==> config.mk <==
export PLATFORM = sky130hd
export DESIGN_NAME = mem_arbiter_flat
export DESIGN_NICKNAME = d
export VERILOG_FILES = /design/src/rtl/mem_arb_pkg.sv /design/src/rtl/mem_arbiter_if.sv /design/src/rtl/mem_arb_pick.sv /design/src/rtl/mem_arbiter.sv /design/src/flat_wrapper.sv
export SDC_FILE = /design/constraint.sdc
export NUM_CORES = 1
export LEC_CHECK = 0
export CORE_ASPECT_RATIO = 0.5
export CORE_MARGIN = 1.5
export CORE_UTILIZATION = 39
export CTS_BUF_LIST = sky130_fd_sc_hd__clkbuf_16
export CTS_CLUSTER_SIZE = 28
export DETAILED_ROUTE_END_ITERATION = 8
export PLACE_DENSITY = 0.86
export RECOVER_POWER = 50
export SLEW_MARGIN = 20
export SYNTH_ARGS = -nofsm -noshare
export SYNTH_HDL_FRONTEND = slang
export SYNTH_SLANG_ARGS = --single-unit
==> constraint.sdc <==
create_clock -name clk -period 1.69 [get_ports clk]
set_input_delay 0.169 -clock clk [delete_from_list [all_inputs] [get_ports clk]]
set_output_delay 0.169 -clock clk [all_outputs]
set_load 0.02 [all_outputs]
==> src/rtl/mem_arb_pkg.sv <==
// mem_arb_pkg: shared types and constants for the memory arbiter slice.
//   arb_state_t : arbiter FSM states (IDLE, BUSY, DONE)
//   grant_t     : which requester owns the memory port
//   ADDR_W_DEF / DATA_W_DEF : default address/data widths
//   port_we()   : write enable to present on the memory port for a grant
package mem_arb_pkg;

  localparam int ADDR_W_DEF = 32;
  localparam int DATA_W_DEF = 32;

  typedef enum logic [1:0] {
    IDLE = 2'd0,
    BUSY = 2'd1,
    DONE = 2'd2
  } arb_state_t;

  typedef enum logic {
    GRANT_FETCH = 1'b0,
    GRANT_DATA  = 1'b1
  } grant_t;

  // Fetches never write; only a granted data request may carry a store.
  function automatic logic port_we(input grant_t grant, input logic d_we);
    return (grant == GRANT_DATA) && d_we;
  endfunction

endpackage

==> src/rtl/mem_arbiter_if.sv <==
// mem_arbiter_if: bundles the fetch, data and memory-side signals of the
// arbiter.
//   slave  : arbiter view (consumes requests and memory responses,
//            produces ready/rdata and the memory command)
//   master : environment view (core requesters plus memory model)
interface mem_arbiter_if
  import mem_arb_pkg::*;
#(
  parameter int ADDR_W = ADDR_W_DEF,
  parameter int DATA_W = DATA_W_DEF
);

  logic              if_req;
  logic [ADDR_W-1:0] if_addr;
  logic [DATA_W-1:0] if_rdata;
  logic              if_ready;

  logic              d_req;
  logic              d_we;
  logic [ADDR_W-1:0] d_addr;
  logic [DATA_W-1:0] d_wdata;
  logic [DATA_W-1:0] d_rdata;
  logic              d_ready;

  logic              mem_req;
  logic              mem_we;
  logic [ADDR_W-1:0] mem_addr;
  logic [DATA_W-1:0] mem_wdata;
  logic [DATA_W-1:0] mem_rdata;
  logic              mem_ready;

  modport slave (
    input  if_req, if_addr, d_req, d_we, d_addr, d_wdata, mem_rdata, mem_ready,
    output if_rdata, if_ready, d_rdata, d_ready, mem_req, mem_we, mem_addr, mem_wdata
  );

  modport master (
    output if_req, if_addr, d_req, d_we, d_addr, d_wdata, mem_rdata, mem_ready,
    input  if_rdata, if_ready, d_rdata, d_ready, mem_req, mem_we, mem_addr, mem_wdata
  );

endinterface

==> src/rtl/mem_arb_pick.sv <==
// mem_arb_pick: combinational winner selection between fetch and data.
//   if_req, d_req : pending requests
//   last_grant    : previous winner (only when MEM_ARB_RR_EN is defined)
//   grant         : selected requester; meaningless when neither requests
// Default build: data always beats fetch. MEM_ARB_RR_EN: on a conflict the
// requester that did not win last time is chosen.
module mem_arb_pick
  import mem_arb_pkg::*;
(
  input  logic   if_req,
  input  logic   d_req,
`ifdef MEM_ARB_RR_EN
  input  grant_t last_grant,
`endif
  output grant_t grant
);

  // Winner selection; a lone request always wins.
  always_comb begin
    grant = GRANT_DATA;
    if (d_req && if_req) begin
`ifdef MEM_ARB_RR_EN
      if (last_grant == GRANT_DATA) begin
        grant = GRANT_FETCH;
      end else begin
        grant = GRANT_DATA;
      end
`else
      grant = GRANT_DATA;
`endif
    end else if (if_req) begin
      grant = GRANT_FETCH;
    end else begin
      grant = GRANT_DATA;
    end
  end

endmodule

==> src/rtl/mem_arbiter.sv <==
// mem_arbiter: shares one single-port, variable-latency memory between the
// instruction-fetch and data requesters.
//   clk   : rising-edge clock
//   reset : asynchronous active-low reset
//   bus   : mem_arbiter_if.slave (fetch/data request+response, memory port)
// A request seen in IDLE is latched onto the memory port (BUSY) until
// mem_ready, then the winner gets a one-cycle ready pulse (DONE). DONE
// ignores requests so a request still held there is never issued twice.
// Optional feature: define MEM_ARB_RR_EN for round-robin arbitration.
module mem_arbiter
  import mem_arb_pkg::*;
#(
  parameter int ADDR_W = ADDR_W_DEF,
  parameter int DATA_W = DATA_W_DEF
)(
  input logic          clk,
  input logic          reset,
  mem_arbiter_if.slave bus
);

  arb_state_t        state_r;
  arb_state_t        next_state_s;
  grant_t            pick_s;
  grant_t            grant_r;
  logic              grant_load_s;
  logic              mem_done_s;

  logic              mem_req_r;
  logic              mem_we_r;
  logic [ADDR_W-1:0] mem_addr_r;
  logic [DATA_W-1:0] mem_wdata_r;
  logic              if_ready_r;
  logic              d_ready_r;
  logic [DATA_W-1:0] if_rdata_r;
  logic [DATA_W-1:0] d_rdata_r;

`ifdef MEM_ARB_RR_EN
  grant_t            last_grant_r;

  // Remember the previous winner; starts at fetch so data wins the first conflict.
  always_ff @(posedge clk or negedge reset) begin
    if (!reset) begin
      last_grant_r <= GRANT_FETCH;
    end else if (grant_load_s) begin
      last_grant_r <= pick_s;
    end else begin
      last_grant_r <= last_grant_r;
    end
  end

  mem_arb_pick u_pick (
    .if_req     (bus.if_req),
    .d_req      (bus.d_req),
    .last_grant (last_grant_r),
    .grant      (pick_s)
  );
`else
  mem_arb_pick u_pick (
    .if_req (bus.if_req),
    .d_req  (bus.d_req),
    .grant  (pick_s)
  );
`endif

  // FSM state register.
  always_ff @(posedge clk or negedge reset) begin
    if (!reset) begin
      state_r <= IDLE;
    end else begin
      state_r <= next_state_s;
    end
  end

  // Next-state logic plus the grant-latch and completion strobes.
  always_comb begin
    next_state_s = state_r;
    grant_load_s = 1'b0;
    mem_done_s   = 1'b0;
    case (state_r)
      IDLE: begin
        if (bus.if_req || bus.d_req) begin
          next_state_s = BUSY;
          grant_load_s = 1'b1;
        end else begin
          next_state_s = IDLE;
        end
      end
      BUSY: begin
        if (bus.mem_ready) begin
          next_state_s = DONE;
          mem_done_s   = 1'b1;
        end else begin
          next_state_s = BUSY;
        end
      end
      DONE: begin
        next_state_s = IDLE;
      end
      default: begin
        next_state_s = IDLE;
      end
    endcase
  end

  // Memory port registers: command latched at grant, held stable through BUSY.
  always_ff @(posedge clk or negedge reset) begin
    if (!reset) begin
      mem_req_r   <= 1'b0;
      mem_we_r    <= 1'b0;
      mem_addr_r  <= {ADDR_W{1'b0}};
      mem_wdata_r <= {DATA_W{1'b0}};
      grant_r     <= GRANT_FETCH;
    end else begin
      mem_req_r <= (next_state_s == BUSY);
      if (grant_load_s) begin
        grant_r  <= pick_s;
        mem_we_r <= port_we(pick_s, bus.d_we);
        if (pick_s == GRANT_DATA) begin
          mem_addr_r  <= bus.d_addr;
          mem_wdata_r <= bus.d_wdata;
        end else begin
          mem_addr_r  <= bus.if_addr;
          mem_wdata_r <= mem_wdata_r;
        end
      end else if (mem_done_s) begin
        mem_we_r <= 1'b0;
      end else begin
        mem_we_r <= mem_we_r;
      end
    end
  end

  // Response registers: one-cycle ready pulse, rdata held until next load.
  always_ff @(posedge clk or negedge reset) begin
    if (!reset) begin
      if_ready_r <= 1'b0;
      d_ready_r  <= 1'b0;
      if_rdata_r <= {DATA_W{1'b0}};
      d_rdata_r  <= {DATA_W{1'b0}};
    end else begin
      if_ready_r <= mem_done_s && (grant_r == GRANT_FETCH);
      d_ready_r  <= mem_done_s && (grant_r == GRANT_DATA);
      if (mem_done_s && (grant_r == GRANT_FETCH)) begin
        if_rdata_r <= bus.mem_rdata;
      end
      // Stores leave d_rdata untouched.
      if (mem_done_s && (grant_r == GRANT_DATA) && !mem_we_r) begin
        d_rdata_r <= bus.mem_rdata;
      end
    end
  end

  assign bus.mem_req   = mem_req_r;
  assign bus.mem_we    = mem_we_r;
  assign bus.mem_addr  = mem_addr_r;
  assign bus.mem_wdata = mem_wdata_r;
  assign bus.if_ready  = if_ready_r;
  assign bus.d_ready   = d_ready_r;
  assign bus.if_rdata  = if_rdata_r;
  assign bus.d_rdata   = d_rdata_r;

endmodule

==> src/flat_wrapper.sv <==
// flat-port wrapper written by rule: the top's interface ports become plain ports
module mem_arbiter_flat import mem_arb_pkg::*;
#(
  parameter int ADDR_W = ADDR_W_DEF,
  parameter int DATA_W = DATA_W_DEF
)
  (clk, reset, bus_if_req, bus_if_addr, bus_d_req, bus_d_we, bus_d_addr, bus_d_wdata, bus_mem_rdata, bus_mem_ready, bus_if_rdata, bus_if_ready, bus_d_rdata, bus_d_ready, bus_mem_req, bus_mem_we, bus_mem_addr, bus_mem_wdata);
  mem_arbiter_if #(.ADDR_W(ADDR_W), .DATA_W(DATA_W)) bus_i ();
  input logic clk;
  input logic reset;
  input wire logic [$bits(bus_i.if_req)-1:0] bus_if_req;
  input wire logic [$bits(bus_i.if_addr)-1:0] bus_if_addr;
  input wire logic [$bits(bus_i.d_req)-1:0] bus_d_req;
  input wire logic [$bits(bus_i.d_we)-1:0] bus_d_we;
  input wire logic [$bits(bus_i.d_addr)-1:0] bus_d_addr;
  input wire logic [$bits(bus_i.d_wdata)-1:0] bus_d_wdata;
  input wire logic [$bits(bus_i.mem_rdata)-1:0] bus_mem_rdata;
  input wire logic [$bits(bus_i.mem_ready)-1:0] bus_mem_ready;
  output wire logic [$bits(bus_i.if_rdata)-1:0] bus_if_rdata;
  output wire logic [$bits(bus_i.if_ready)-1:0] bus_if_ready;
  output wire logic [$bits(bus_i.d_rdata)-1:0] bus_d_rdata;
  output wire logic [$bits(bus_i.d_ready)-1:0] bus_d_ready;
  output wire logic [$bits(bus_i.mem_req)-1:0] bus_mem_req;
  output wire logic [$bits(bus_i.mem_we)-1:0] bus_mem_we;
  output wire logic [$bits(bus_i.mem_addr)-1:0] bus_mem_addr;
  output wire logic [$bits(bus_i.mem_wdata)-1:0] bus_mem_wdata;
  assign bus_i.if_req = bus_if_req;
  assign bus_i.if_addr = bus_if_addr;
  assign bus_i.d_req = bus_d_req;
  assign bus_i.d_we = bus_d_we;
  assign bus_i.d_addr = bus_d_addr;
  assign bus_i.d_wdata = bus_d_wdata;
  assign bus_i.mem_rdata = bus_mem_rdata;
  assign bus_i.mem_ready = bus_mem_ready;
  assign bus_if_rdata = bus_i.if_rdata;
  assign bus_if_ready = bus_i.if_ready;
  assign bus_d_rdata = bus_i.d_rdata;
  assign bus_d_ready = bus_i.d_ready;
  assign bus_mem_req = bus_i.mem_req;
  assign bus_mem_we = bus_i.mem_we;
  assign bus_mem_addr = bus_i.mem_addr;
  assign bus_mem_wdata = bus_i.mem_wdata;
  mem_arbiter #(.ADDR_W(ADDR_W), .DATA_W(DATA_W)) u_core (.clk(clk), .reset(reset), .bus(bus_i));
endmodule
Word level (Yosys, flattened, before mapping)
Index checks and enable logic that the tools add are counted.
{"block": "word_totals", "regBits": 135, "inputBits": 134, "out_inout_bits": 132, "word_cells": 35}
{"block": "classes", "eq_ne": 2, "n_mux": 12, "bitwise_logic": 1, "n_reduce_logical": 10}
{"operator": "2-to-1 mux 32 bit", "n": 1}
{"operator": "2-to-1 mux 1 bit", "n": 9}
{"operator": "logical AND 1 bit", "n": 5}
{"operator": "== test 2 x 1 -> 1 bit, second input constant", "n": 2}
{"operator": "one-hot mux 2 bit (2 select lines)", "n": 1}
{"operator": "zero test 2 bit", "n": 1}
{"operator": "2-to-1 mux 2 bit", "n": 1}
{"operator": "AND reduction 2 bit", "n": 1}
{"operator": "nonzero test 2 bit", "n": 1}
{"operator": "zero test 1 bit", "n": 1}
{"operator": "logical OR 1 bit", "n": 1}
{"operator": "inverter 1 bit", "n": 1}

Depth between registers and ports, before layout
Gate-level depths: netlist of the first run.
{"block": "logic_depth", "ltp_word": 4, "mapped_depth": 5, "ltp_nobuf": 3}

By module
Synthesis of the first run repeated with hierarchy kept, for this count alone.
{"block": "unflattened", "hier_cells": 329, "area_unflattened_um2": 5497.8}
{"mod": "mem_arbiter", "instances": 1, "cells_per_inst": 328, "area_per_inst_um2": 5491.5, "seq_area_each_um2": 3378.2}
{"mod": "mem_arb_pick", "instances": 1, "cells_per_inst": 1, "area_per_inst_um2": 6.3, "seq_area_each_um2": 0.0}

Least setup slack after synthesis of the first run
No wires, ideal clock.
{"block": "synth_path", "path_type": "flip-flop to flip-flop", "startpoint": "reg u_core.state_r[0]", "endpoint": "reg u_core.mem_addr_r[16] (netlist: u_core.bus.mem_addr[16])", "setup_ns": 0.125, "arrival_ns": 1.317, "required_time_ns": 1.565, "path_slack_ns": 0.248, "path_stages_with_launch": 5, "n_path_buf": 1, "synth_period_minus_slack_ns": 1.442, "cell_sequence": "dfrtp_1 -> nor2_1 -> o21a_1 -> buf_6 -> mux2_2"}
{"block": "synth_between", "elab_chain_cells": 2}
{"element": "start: declaration", "line_no": "mem_arbiter.sv:21", "text": "arb_state_t state_r;"}
{"element": "start signal: assignment", "line_no": "mem_arbiter.sv:70", "text": "state_r <= next_state_s;"}
{"element": "zero test 2 bit", "line_no": "mem_arbiter.sv:79", "text": "case (state_r)"}
{"element": "2-to-1 mux 1 bit", "line_no": "mem_arbiter.sv:79"}
{"element": "end signal: assignment", "line_no": "mem_arbiter.sv:110", "text": "mem_addr_r <= {ADDR_W{1'b0}};"}
{"element": "end signal: assignment", "line_no": "mem_arbiter.sv:119", "text": "mem_addr_r <= bus.d_addr;"}
{"element": "end signal: assignment", "line_no": "mem_arbiter.sv:122", "text": "mem_addr_r <= bus.if_addr;"}
{"element": "end: declaration", "line_no": "mem_arbiter.sv:30", "text": "logic [ADDR_W-1:0] mem_addr_r;"}
Every way passes these cells.
A chain may end at the register's enable or synchronous reset.

Worst setup path in the final report of the first run
{"block": "layout_path", "startpoint": "reg u_core.state_r[1]", "endpoint": "reg u_core.d_rdata_r[13] (netlist: u_core.bus.d_rdata[13])"}
{"block": "layout_between", "elab_chain_cells": 4}
{"element": "== test 2 x 1 -> 1 bit", "line_no": "mem_arbiter.sv:79"}
{"element": "2-to-1 mux 1 bit", "line_no": "mem_arbiter.sv:79"}
{"element": "logical AND 1 bit (2 in a row)", "line_no": "mem_arbiter.sv:147", "text": "if (mem_done_s && (grant_r == GRANT_DATA) && !mem_we_r) begin"}
{"element": "end signal: assignment", "line_no": "mem_arbiter.sv:139", "text": "d_rdata_r <= {DATA_W{1'b0}};"}
{"element": "end signal: assignment", "line_no": "mem_arbiter.sv:148", "text": "d_rdata_r <= bus.mem_rdata;"}
{"element": "end: declaration", "line_no": "mem_arbiter.sv:35", "text": "logic [DATA_W-1:0] d_rdata_r;"}
Every way passes these cells.

==> impl_metrics.yaml, run 1 <==
pwr:
  p_leak_nw: 3.886
  irDropWorstVdd_uv: 1017
  powerDensity_nw_per_um2: 1990
timing:
  rsz0062_at_grt: "false"
  relSlewSlack_pct: 22.12
  max_slew.worst_pin.slew_ns: 1.168
  tns_ns: 0
  setup_violations: 0
  finalCriticalPeriod_ns: 1.620
  fin_crit_sh_pct: 95.84
  timing.fmax_mhz: 617.4
  hold_viol_final: 0
  maxSlewViolCount: 0
  setup_ws_ns: 0.07031
  fin_skew_ns: 0.008696
run:
  drv_cap: 0
min_path:
  holdPathEnd: "u_core.bus.mem_wdata[20]$_DFFE_PN0P_"
  min_from: "bus_d_wdata[20]"
  hold_depth: 2
  hold_path.class: "in -> reg"
global_route:
  grt_max_degree: 52
  first_global_vias: 4342
  overflow: 0
  antenna_found_initial: 0
  grt_pass1_wl_um: 23690
  grtUsageTotal_pct: 20.65
clocking:
  cts_inserted_buffers: 17
  cts_sinks: 135
  clkTransAtPathRegs_ns: 0.06
  clkLatencyLatePin_ns: 0.41
  cts_tree: "done"
  root_buffer: "clkbuf_16"
  h-tree-depth: 4
  cts_max_path_buffers: 2
finish:
  drive_gt1_share_pct: 30.03
  seq_area_um2: 3378
  syn_to_final_growth_pct: 60.09
  fin_nets: 751
  instances_no_fill: 818
  multiInputGateArea_um2: 2083
  num_antenna_cells: 0
  fill_cells: 999
setup_path:
  r2r_cells: 4
  crit_fanout: 23
  crit_type: "reg -> reg"
  reg2reg_slack_ns: 0.07
  r2r-start: "u_core.state_r[1]$_DFF_PN0_"
  startpoint: "u_core.state_r[1]$_DFF_PN0_"
  cp_slowest_cell: "mux2_2"
  required_ns: 1.97
  cp-start-kind: "flop"
  cp_slowest_stage_delay_ns: 0.39
  crit_path_end_kind: "flop"
  cp.arrival_ns: 1.90
  crit_buf_inv: 1
  worstReg2RegEnd: "u_core.bus.d_rdata[13]$_DFFE_PN0P_"
  worstPathCellList: "nand3b_4, nor3_2, buf_4, mux2_2"
  cp_top_family: "multiplexers"
placed_design:
  io_buffer_count: 265
  dp_cells: 789
  dp_hpwl_um: 11200
  gp_congestion: 0.7624
  placement.setup.worst_slack_ns: -0.1012
drt:
  wl_per_cell_um: 18.73
  vias: 3836
  via_per_inst: 4.689
  drtIter0Drc: 123
  drc: 0
  drt_pass1_iterations: 4
  ant_nets: 0
  routed_wl_um: 15320
synth:
  synth_cells: 328
  yosys_warnings: 0
  syn_nets: 462
  syn_area_per_cell_um2: 17.39
  synth.distinct_cells: 18
  yosysSeqAreaShare_pct: 59.21
  synth_seq_cells: 135
  synth.cell_area_um2: 5705
floorplanning:
  die_width_um: 174.1
  io_pins: 266
  row_count: 30
  core_um2: 13930
  start_util_pct: 40.97
  dieArea_um2: 15410
  die_h_um: 88.53
run_status:
  status: "complete, no violations"
==> kinds of logic after synthesis <==
family                 count (synthesis)  share of synthesized area [%]
AOI/OAI and AO/OA                      6                         0.7018
and+or+nand+nor                        8                          1.207
buffers and inverters                 19                          3.289
muxes                                160                          35.59
DFF                                  135                          59.21
==> synth_stat cells <==
library cell,instances,area (um^2)
dfrtp_1,135,3378
mux2_2,97,1092
mux2_4,61,915.9
buf_6,14,157.7
buf_4,3,22.52
o21ai_0,3,15.01
inv_1,2,7.510
mux2_1,2,22.52
nor2_1,2,7.510
a21o_1,1,7.510
a32o_1,1,10.01
and2_1,1,6.260
nand2b_1,1,6.260
nand3b_4,1,20.02
nor2_2,1,6.260
nor2b_1,1,6.260
nor3_4,1,16.27
o21a_1,1,7.510
==> repair_timing <==
action                                 in CTS  in global routing
setup buffers                               0                  0
endpoints found under the hold margin      41                  0
hold buffers                                1                  0
resized for setup                           0                  0
setup endpoints to repair                   0                  0
==> cell type report <==
type | instances | area share (%)
Timing Repair Buffer | 287 | 31.51
Clock buffer | 17 | 4.658
Inverter | 2 | 0.08219
Tap cell | 192 | 2.630
Sequential cell | 135 | 36.99
Multi-Input combinational cell | 174 | 22.81
Clock inverter | 11 | 1.329
==> how the worst max path moves through the flow <==
stage | end | slack, ns | cells past startpoint
after floorplan | u_core.bus.mem_addr[16]$_DFFE_PN0P_ | 0.25 | 4
after global placement | u_core.bus.mem_addr[31]$_DFFE_PN0P_ | -0.09 | 5
after detailed placement | u_core.bus.mem_addr[31]$_DFFE_PN0P_ | -0.10 | 5
after CTS | bus_mem_we | 0.03 | 1
after global routing | u_core.bus.d_rdata[13]$_DFFE_PN0P_ | 0.01 | 4
final | u_core.bus.d_rdata[13]$_DFFE_PN0P_ | 0.07 | 4
==> cell usage in the layout, fill, tap and decap left out, types with 2 or more instances in the layout <==
master	instances
mux2_1	17
o21ai_0	3
clkdlybuf4s50_1	264
nor2_1	3
buf_12	6
buf_4	11
bufinv_16	3
inv_1	6
mux2_4	46
mux2_2	97
clkinv_1	3
clkbuf_2	3
dfrtp_1	135
clkbuf_16	17
clkbuf_1	2
==> report_power, final <==
| group | switching (mW) | total, mW | internal, mW |
|---|---|---|---|
| clock | 1.28 | 3.52 | 2.24 |
| combinational | 4.00 | 8.82 | 4.82 |
| sequential | 0.941 | 5.83 | 4.89 |
| total | 6.22 | 18.2 | 12.0 |
==> sequential cells by signal, summed over array words and instances, names as in the netlist, 2 cells and up <==
register,cells
u_core.bus.d_rdata,32
u_core.bus.mem_addr,32
u_core.state_r,2
u_core.bus.mem_wdata,32
u_core.bus.if_rdata,32
==> per-layer routing <==
layer | vias up | global-route usage [%] | routed length (um)
li1 | 1744 | - | -
met1 | 1944 | 21.83 | 5739
met2 | 114 | 39.96 | 8617
met3 | 34 | 4.510 | 541
met4 | 0 | 10.58 | 426
met5 | - | 0 | 0
==> stage by stage <==
| stage | hold slack, ns | cell area, um^2 | utilization [%] | total power, mW |
|---|---|---|---|---|
| 6_report | 0.3703 | 9134 | 65.59 | 18.18 |
| 5_1_grt | 0.3581 | 9134 | 65.59 | 19.01 |
| 4_1_cts | 0.2584 | 9236 | 66.33 | 18.65 |
| 3_5_place_dp | 0.1288 | 8680 | 62.33 | 14.97 |
| 3_3_place_gp | 0.1265 | 8680 | 62.33 | 14.71 |
| 2_1_floorplan | -0.1266 | 5705 | - | 10.52 |
(Power assumes the default switching activity.)
==> run 2: changes to the inputs <==
--- a/config.mk
+++ b/config.mk
@@ -13,6 +13,7 @@
 export DETAILED_ROUTE_END_ITERATION = 8
 export PLACE_DENSITY = 0.86
 export RECOVER_POWER = 50
+export SETUP_SLACK_MARGIN = 0.4
 export SLEW_MARGIN = 20
 export SYNTH_ARGS = -nofsm -noshare
 export SYNTH_HDL_FRONTEND = slang
==> impl_metrics.yaml, run 2 (synthesized netlist as in run 1, its figures left out) <==
setup_path:
  crit_type: "reg -> reg"
  cp_slowest_cell: "dfrtp_1"
  crit_path_end_kind: "flop"
  r2r-start: "u_core.state_r[1]$_DFF_PN0_"
  cp_slowest_stage_delay_ns: 0.43
  cp-start-kind: "flop"
  crit_fanout: 32
  worstPathCellList: "nand3b_4, nor3_4, buf_12, mux2_2"
  cp.arrival_ns: 1.88
  required_ns: 1.97
  startpoint: "u_core.state_r[1]$_DFF_PN0_"
  reg2reg_slack_ns: 0.1
timing:
  finalCriticalPeriod_ns: 1.592
  setup_ws_ns: 0.09765
  rsz0062_at_grt: "true"
  fin_crit_sh_pct: 94.22
  timing.fmax_mhz: 628.0
  max_slew.worst_pin.slew_ns: 0.9511
  fin_skew_ns: 0.008817
  hold_viol_final: 0
  tns_ns: 0
  setup_violations: 0
  relSlewSlack_pct: 36.60
  maxSlewViolCount: 0
placed_design:
  dp_hpwl_um: 10900
  io_buffer_count: 265
  gp_congestion: 0.7714
  placement.setup.worst_slack_ns: -0.1549
finish:
  num_antenna_cells: 0
  syn_to_final_growth_pct: 70.20
  post-route-util_pct: 69.73
  final_cell_mix: "135 x dfrtp_1, 130 x clkdlybuf4s50_1, 124 x mux2_4, 66 x clkdlybuf4s15_1, 57 x clkbuf_1"
  drive_gt1_share_pct: 36.81
  fin_nets: 774
  fill_cells: 921
  final_common_cell: "dfrtp_1"
floorplanning:
  dieArea_um2: 15410
  die_h_um: 88.53
  core_um2: 13930
  io_pins: 266
  row_count: 30
  start_util_pct: 40.97
  die_width_um: 174.1
min_path:
  hold_path.class: "in -> async"
clocking:
  cts_max_path_buffers: 2
  cts_sinks: 135
  clkTransAtPathRegs_ns: 0.06
  clkLatencyLatePin_ns: 0.41
  cts_tree: "done"
  h-tree-depth: 4
  root_buffer: "clkbuf_16"
  cts_inserted_buffers: 17
drt:
  wl_per_cell_um: 20.58
  vias: 4042
  drt_pass1_iterations: 4
  routed_wl_um: 17370
  drc: 0
  ant_nets: 0
  drtIter0Drc: 110
  via_per_inst: 4.789
pwr:
  powerDensity_nw_per_um2: 1993
  p_leak_nw: 4.321
  irDropWorstVdd_uv: 1027
global_route:
  grtUsageTotal_pct: 22.01
  overflow: 0
  antenna_found_initial: 0
  grt_max_degree: 51
  grt_pass1_wl_um: 25270
  first_global_vias: 4479
run_status:
  status: "complete, no violations"
run:
  drv_cap: 0
## run 2: worst paths after layout
kind	end	cells past startpoint
max reg2reg	u_core.bus.d_rdata[3]$_DFFE_PN0P_	4
max in group asynchronous	u_core.bus.if_rdata[30]$_DFFE_PN0P_	3
min	u_core.bus.mem_addr[22]$_DFFE_PN0P_	2
min in group clk	u_core.bus.mem_wdata[30]$_DFFE_PN0P_	2
min reg2reg	u_core.bus.d_rdata[15]$_DFFE_PN0P_	1
max	u_core.bus.d_rdata[3]$_DFFE_PN0P_	4
## run 2: routing by layer
metal | GRT usage, % | wire, um | vias up
li1 | - | - | 1796
met1 | 25.69 | 6747 | 2056
met2 | 39.67 | 9256 | 148
met3 | 4.768 | 758 | 42
met4 | 10.74 | 609 | 0
met5 | 0 | 0 | -
## run 2: worst max-delay path, delay by kind of cell, from the launching register on
family        cells  cell delay [ns]
flops             1             0.43
simple gates      2             0.40
mux               1             0.37
buf+inv           1             0.24
## run 2: cell type report
class	count	area, um^2	share of cell area [%]
Clock buffer	17	425.4	4.381
Clock inverter	14	207.7	2.139
Inverter	2	7.507	0.07731
Multi-Input combinational cell	174	2406	24.78
Sequential cell	135	3378	34.79
Tap cell	192	240.2	2.474
Timing Repair Buffer	310	3045	31.36
## run 2: repair_timing
| action | in CTS | in global routing |
|---|---|---|
| gates resized for setup | 263 | 127 |
| hold buffers | 1 | 0 |
| endpoints found under the setup margin | 261 | 235 |
| hold endpoints to repair | 121 | 0 |
| gates cloned | 9 | 3 |
| buffers inserted | 12 | 4 |
| pin swaps | 1 | 0 |
## run 2: power breakdown
part / leakage (nW) / internal (mW) / switching [mW] / total [mW]
clock network: 0.301 / 2.60 / 1.41 / 4.01
logic: 2.42 / 4.97 / 4.47 / 9.44
registers: 1.60 / 4.89 / 1.01 / 5.90
total: 4.32 / 12.5 / 6.89 / 19.4
## run 2: through the flow
stage / cells / power, mW / instance area (um^2) / hold WS [ns]
after floorplan: 328 / 10.86 / 5843 / -0.1266
after CTS: 837 / 19.39 / 9852 / 0.1683
after detailed placement: 784 / 15.21 / 8765 / 0.03018
final: 844 / 19.35 / 9711 / 0.1629
after global routing: 844 / 20.17 / 9711 / 0.1847
after global placement: 784 / 15.00 / 8765 / 0.02983
==> run 3: changes to the inputs <==
--- a/config.mk
+++ b/config.mk
@@ -9,6 +9,7 @@
 export CORE_MARGIN = 1.5
 export CORE_UTILIZATION = 39
 export CTS_BUF_LIST = sky130_fd_sc_hd__clkbuf_16
+export CTS_CLUSTER_DIAMETER = 50
 export CTS_CLUSTER_SIZE = 28
 export DETAILED_ROUTE_END_ITERATION = 8
 export PLACE_DENSITY = 0.86
==> results of run 3 <==
The final DEF is identical to that of run 2; final timing and power are the same.
